--- src/rtl/riscv_pkg.sv ---
// Shared definitions for the boot-time instruction-memory loader.
package riscv_pkg;

    localparam int XLEN = 32;
    localparam logic [XLEN-1:0] DEFAULT_BASE_ADDR = 32'h0000_0000;

    typedef enum logic [2:0] {
        ST_IDLE = 3'd0,
        ST_LEN0 = 3'd1,
        ST_LEN1 = 3'd2,
        ST_DATA = 3'd3,
        ST_CSUM = 3'd4,
        ST_DONE = 3'd5,
        ST_ERR  = 3'd6
    } loader_state_e;

    function automatic logic [XLEN-1:0] word_addr(input logic [XLEN-1:0] base,
                                                  input logic [15:0]     idx);
        return base + {14'd0, idx, 2'b00};
    endfunction

endpackage

--- src/rtl/imem_loader_byte_packer.sv ---
// Collects four stream bytes into a little-endian word and strobes it for one cycle.
module byte_packer
    import riscv_pkg::*;
(
    input  logic            clk_i,
    input  logic            rst_ni,
    input  logic            clear_i,
    input  logic            fire_i,
    input  logic [7:0]      byte_i,
    output logic [1:0]      lane_o,
    output logic [XLEN-1:0] word_o,
    output logic            word_valid_o
);

    logic [1:0]      lane_q, lane_d;
    logic [23:0]     shift_q, shift_d;
    logic [XLEN-1:0] word_q, word_d;
    logic            valid_q, valid_d;

    always_comb begin
        lane_d  = lane_q;
        shift_d = shift_q;
        word_d  = word_q;
        valid_d = 1'b0;
        if (clear_i) begin
            lane_d  = 2'd0;
            shift_d = 24'd0;
        end else if (fire_i) begin
            lane_d = lane_q + 2'd1;
            if (lane_q == 2'd3) begin
                // Earlier lanes sit in the low bytes, so the 4th byte lands on top.
                word_d  = {byte_i, shift_q};
                valid_d = 1'b1;
                shift_d = 24'd0;
            end else begin
                shift_d = {byte_i, shift_q[23:8]};
            end
        end
    end

    always_ff @(posedge clk_i or negedge rst_ni) begin
        if (!rst_ni) begin
            lane_q  <= 2'd0;
            shift_q <= 24'd0;
            word_q  <= '0;
            valid_q <= 1'b0;
        end else begin
            lane_q  <= lane_d;
            shift_q <= shift_d;
            word_q  <= word_d;
            valid_q <= valid_d;
        end
    end

    assign lane_o       = lane_q;
    assign word_o       = word_q;
    assign word_valid_o = valid_q;

endmodule

--- src/rtl/imem_loader.sv ---
// Boot loader: receives a length-prefixed, XOR-checksummed byte stream, writes words
// to instruction memory and releases the core reset once the checksum verifies.
// Handshake: a byte moves on a rising edge where byte_valid_i && byte_ready_o; the
// source holds byte_data_i stable while byte_valid_i is high and not yet accepted.
module imem_loader
    import riscv_pkg::*;
#(
    parameter int              DEPTH_WORDS = 256,
    parameter logic [XLEN-1:0] BASE_ADDR   = DEFAULT_BASE_ADDR
) (
    input  logic            clk_i,
    input  logic            rst_ni,
    input  logic            start_i,
    input  logic            byte_valid_i,
    input  logic [7:0]      byte_data_i,
    output logic            byte_ready_o,
    output logic            imem_we_o,
    output logic [XLEN-1:0] imem_waddr_o,
    output logic [XLEN-1:0] imem_wdata_o,
    output logic            core_rst_o,
    output logic            done_o,
    output logic            error_o,
    output logic [15:0]     word_count_o,
    output logic [2:0]      state_o
);

    localparam logic [16:0] DEPTH_L = 17'(DEPTH_WORDS);

    loader_state_e   state_q;
    logic [15:0]     len_q;
    logic [7:0]      csum_q;
    logic [15:0]     wcount_q;
    logic [XLEN-1:0] waddr_q;
    logic            core_rst_q;
    logic            done_q;
    logic            error_q;

    logic        fire;
    logic        restart;
    logic [15:0] len_full;
    logic [1:0]  lane;

    assign byte_ready_o = (state_q == ST_LEN0) || (state_q == ST_LEN1) ||
                          (state_q == ST_DATA) || (state_q == ST_CSUM);
    assign fire         = byte_valid_i && byte_ready_o;
    assign restart      = start_i && ((state_q == ST_IDLE) || (state_q == ST_DONE) ||
                                      (state_q == ST_ERR));
    assign len_full     = {byte_data_i, len_q[7:0]};

    byte_packer u_packer (
        .clk_i        (clk_i),
        .rst_ni       (rst_ni),
        .clear_i      (restart),
        .fire_i       (fire && (state_q == ST_DATA)),
        .byte_i       (byte_data_i),
        .lane_o       (lane),
        .word_o       (imem_wdata_o),
        .word_valid_o (imem_we_o)
    );

    always_ff @(posedge clk_i or negedge rst_ni) begin
        if (!rst_ni) begin
            state_q    <= ST_IDLE;
            len_q      <= 16'd0;
            csum_q     <= 8'd0;
            wcount_q   <= 16'd0;
            waddr_q    <= '0;
            core_rst_q <= 1'b1;
            done_q     <= 1'b0;
            error_q    <= 1'b0;
        end else begin
            case (state_q)
                ST_IDLE, ST_DONE, ST_ERR: begin
                    if (start_i) begin
                        state_q    <= ST_LEN0;
                        wcount_q   <= 16'd0;
                        csum_q     <= 8'd0;
                        done_q     <= 1'b0;
                        error_q    <= 1'b0;
                        core_rst_q <= 1'b1;
                    end
                end
                ST_LEN0: begin
                    if (fire) begin
                        len_q[7:0] <= byte_data_i;
                        state_q    <= ST_LEN1;
                    end
                end
                ST_LEN1: begin
                    if (fire) begin
                        len_q[15:8] <= byte_data_i;
                        if ({1'b0, len_full} > DEPTH_L) begin
                            state_q <= ST_ERR;
                            error_q <= 1'b1;
                        end else if (len_full == 16'd0) begin
                            state_q <= ST_CSUM;
                        end else begin
                            state_q <= ST_DATA;
                        end
                    end
                end
                ST_DATA: begin
                    if (fire) begin
                        csum_q <= csum_q ^ byte_data_i;
                        // The packer strobes the word next cycle; address and count move with it.
                        if (lane == 2'd3) begin
                            waddr_q  <= word_addr(BASE_ADDR, wcount_q);
                            wcount_q <= wcount_q + 16'd1;
                            if (wcount_q + 16'd1 == len_q) begin
                                state_q <= ST_CSUM;
                            end
                        end
                    end
                end
                ST_CSUM: begin
                    if (fire) begin
                        if (byte_data_i == csum_q) begin
                            state_q    <= ST_DONE;
                            done_q     <= 1'b1;
                            core_rst_q <= 1'b0;
                        end else begin
                            state_q <= ST_ERR;
                            error_q <= 1'b1;
                        end
                    end
                end
                default: state_q <= ST_IDLE;
            endcase
        end
    end

    assign imem_waddr_o = waddr_q;
    assign core_rst_o   = core_rst_q;
    assign done_o       = done_q;
    assign error_o      = error_q;
    assign word_count_o = wcount_q;
    assign state_o      = state_q;

endmodule

--- config.mk ---
export PLATFORM = sky130hd
export DESIGN_NAME = imem_loader
export DESIGN_NICKNAME = d
export VERILOG_FILES = /design/src/rtl/riscv_pkg.sv /design/src/rtl/imem_loader_byte_packer.sv /design/src/rtl/imem_loader.sv
export SDC_FILE = /design/constraint.sdc
export NUM_CORES = 1
export LEC_CHECK = 0
export ABC_AREA = 1
export CORE_ASPECT_RATIO = 1.2
export CORE_MARGIN = 2
export CORE_UTILIZATION = 38
export DETAILED_ROUTE_END_ITERATION = 10
export SETUP_SLACK_MARGIN = 0.4
export SYNTH_ARGS = -nofsm -noshare
export SYNTH_HDL_FRONTEND = slang
export SYNTH_SLANG_ARGS = --single-unit
--- constraint.sdc ---
create_clock -name clk_i -period 2.5 [get_ports clk_i]
set_input_delay 0.25 -clock clk_i [delete_from_list [all_inputs] [get_ports clk_i]]
set_output_delay 0.25 -clock clk_i [all_outputs]
set_load 0.1 [all_outputs]
==> results.md <==
* Simple-gate share of the synthesized area at 23.3%
* IO Port Bufs at 83
* CTS tree: done
* Slew Viols, Final at 0
* Starting density of the core at 38.6%
* Minimum clock period at 2030 ps
* Compound-Gate Fraction of Synth Area at 10.7%
* DIE WIDTH at 116 um
* Setup_tns at 0 ps
* Vias post-DR at 4787
* GP Congestion at 0.903
* Post-Synth XOR/XNOR Area at 2.09%
* Unrepaired setup endpoints after global routing: yes
* Seq/Total Area, Yosys at 52.7%
* CP max stage cell: dfrtp_4
* Period utilization at 81.0%
* Worst Tran Pin Value at 690 ps
* Final net count at 806
* Worst Clk Skew at 6.56 ps
* Die height at 139 um
* Critical path's largest stage delay at 520 ps
* Outcome: finished, final reports clean
* Core box area at 14900 um2
* Placed instance area at 6570 um2
* Max-slew headroom at 54.0%
* # diodes at 0
* Post-synthesis cell type count at 37
* Synthesized instance count at 695
* Clk_lat worst skew at 410 ps
* Post-synth top area share at 52.3%
* Initial antenna violation count at 0
* LEAKAGE at 3.75 nW
* Pre-CTS setup slack at 284 ps
* Initial DRC count at 288
* Synth area leaders: dfrtp_1 (52%), nand2_1 (12%), inv_1 (6.1%)
* Largest area contributor in the netlist: dfrtp_1
* Layout cells sized above 1 at 22.1%
* Critical path class: register to register
* Synth Register Bits at 121
* P&R area growth vs syn at 27.5%
* 1st-pass router iterations at 4
* CP max FO at 6
* Final hold vios at 0
* Site Rows at 49
* Post-synthesis mux area share at 0%
* Peak supply drop at 620 uV
* Final HPWL DP at 9970 um
* Largest net degree at the start of global routing at 55
* CTS Buf Count at 17
* Syn Std Cell Area at 5750 um2
* Worst EP required at 2800 ps
* Clock Sink Count at 121
* Fin worst setup slack at 475 ps
* Number of max-cap violations at 0
* Largest family of logic cells by synthesized area: simple AND/OR/NAND/NOR gates
* Crit path launch type: register
* Pwr dens at 1000 nW/um2
* Global-route wire length before repair at 22900 um
* Clock-pin slew on the worst setup and hold paths at 60 ps
* Reg2Reg Setup Slack at 470 ps
* Drt via density at 4.74
* Yosys warning total at 0
* Clock root buffer: clkbuf_16
* WL per Instance at 13.9 um
* GRT Total Usage at 17.9%
* Post-route ant nets at 0
* Drt drc at 0
* Critical path data arrival time at 2320 ps
* Post-layout instance area at 7330 um2
* Most used cell, CP: nand2_1
* Number of fill cells at 1438
* Worst path cell trace: ha_4 -> nand2_4 -> inv_2 -> nand3_1 -> nand2_1 -> nand3_1 -> nand2_1 -> nor2_1 -> nand3_1 -> nor2_1 -> nand2_1 -> nand2_2 -> nand2_2 -> nand2_1 -> nand2_1
* Placed Instances at 969
* Finished Layout Cells at 1009
* Final setup fails at 0
* Synth Area per Inst at 8.27 um2
* Max frequency at 0.494 GHz
* Power, Total at 7.33 mW
* Full die area at 16100 um2
* Number of global-route vias before repair at 4630
* Post-Synth Adder-Cell Area at 0.435%
* Final wirelength at 14000 um
* GRT overflow at 0
* HP Class: primary input to async pin
* Critical Path Sink Type: register
* IO Pins at 100
* Max clock buf depth at 2
* H-tree levels at 4
## metal layers
layer,share of wire (%),track usage (%)
met1,45,23.7
met2,50,28.9
met3,3.2,2.88
met4,2.6,7.71
met5,0,0
## cells in the mapped netlist
master	instances
inv_2	5
buf_6	4
nand3b_1	1
nand2_1	181
nor2_1	52
o21bai_1	1
nor2_4	5
o21ai_1	20
xor3_1	1
a21oi_1	27
o21ai_2	2
o21ai_0	52
nand4_1	10
nand2_2	5
a31oi_1	1
nor2_2	5
nor3_4	1
buf_2	10
clkbuf_1	6
conb_1	1
ha_1	2
xnor2_1	9
nor3_1	2
dfrtp_1	120
nor3b_1	1
o2111ai_1	1
xor2_1	2
buf_4	17
nand3_1	41
o22ai_1	10
o21a_1	1
or2_2	1
dfstp_2	1
inv_1	94
a22oi_1	1
nor2_8	1
nand3_2	1
## sequential cells by signal, indices dropped and copies added, names as in the netlist
| register | cells |
|---|---|
| u_packer.word_o | 32 |
| u_packer.shift_q | 24 |
| imem_waddr_o | 16 |
| len_q | 16 |
| word_count_o | 16 |
| csum_q | 8 |
| state_o | 3 |
| u_packer.lane_o | 2 |
| core_rst_o | 1 |
| done_o | 1 |
| error_o | 1 |
| u_packer.word_valid_o | 1 |
## timing repair
action / CTS / global route
hold buffers: 1 / 0
endpoints found under the setup margin: 1 / 32
hold endpoints to repair: 49 / 0
pin swaps: 0 / 12
gates resized for setup: 0 / 20
buffers inserted: 2 / 5
## metrics by stage
step | hold slack, ps | util, %
after floorplan | -45.6 | -
after global placement | 329 | 44.1
after detailed placement | 335 | 44.1
after CTS | 438 | 48.4
after global routing | 499 | 49.2
final | 445 | 49.2
## critical path: cells and delay by family (launching register included)
family                     cells  cell delay [ps]
and+or+nand+nor               13             1150
buffers and inverters          1               60
DFF                            1              520
adders and majority gates      1              200
## power by group
part	internal (mW)	switching [mW]	total (mW)
combinational	0.578	1.63	2.21
clock	1.62	0.938	2.56
sequential	2.30	0.268	2.57
## cells in the final DEF (no fill, tap or decap), types with 2 or more instances in the layout
cell	Yosys	layout
nand2_1	181	176
dfrtp_1	120	102
inv_1	94	93
buf_4	17	87
o21ai_0	52	52
nor2_1	52	51
nand3_1	41	38
a21oi_1	27	26
o21ai_1	20	20
clkbuf_16	0	17
conb_1	1	16
dfrtp_2	0	16
nand4_1	10	10
o22ai_1	10	10
clkdlybuf4s50_1	0	10
nand2_2	5	9
xnor2_1	9	9
nor2_4	5	8
inv_6	0	7
inv_2	5	5
nand3_2	1	4
nor2_2	5	3
bufinv_16	0	3
o21ai_2	2	2
xor2_1	2	2
nor3_1	2	2
clkinv_4	0	2
clkinvlp_4	0	2
dfrtp_4	0	2
## final timing paths
check | from | to | depth (start not counted)
worst max register to register | word_count_o[1]$_DFFE_PN0P_ | state_o[1]$_DFFE_PN0P_ | 15
worst min-delay path | rst_ni | done_o$_DFFE_PN0P_ | 2
min in group clk_i | u_packer.word_o[0]$_DFFE_PN0P_ | u_packer.word_o[0]$_DFFE_PN0P_ | 2
worst max-delay path | word_count_o[1]$_DFFE_PN0P_ | state_o[1]$_DFFE_PN0P_ | 15
max in group asynchronous | rst_ni | u_packer.word_o[18]$_DFFE_PN0P_ | 3
worst min register to register | u_packer.word_o[0]$_DFFE_PN0P_ | u_packer.word_o[0]$_DFFE_PN0P_ | 2
## cell families after synthesis
kind of cell    count (synthesis)
compound gates                116
xor+xnor                       12
buf+inv                       136
fa+ha+maj                       2
other cells                     1
flops                         121
simple gates                  307
## cell type report
| type | instances | area, um2 | area share [%] |
|---|---|---|---|
| inverter | 99 | 374 | 5.11 |
| clock buffer | 18 | 439 | 5.99 |
| clock inverter | 14 | 184 | 2.51 |
| tap | 204 | 255 | 3.48 |
| timing repair buffer | 100 | 795 | 10.8 |
| multi-input combinational | 453 | 2220 | 30.3 |
| sequential | 121 | 3060 | 41.7 |
Power figures use the tool's default switching activity.
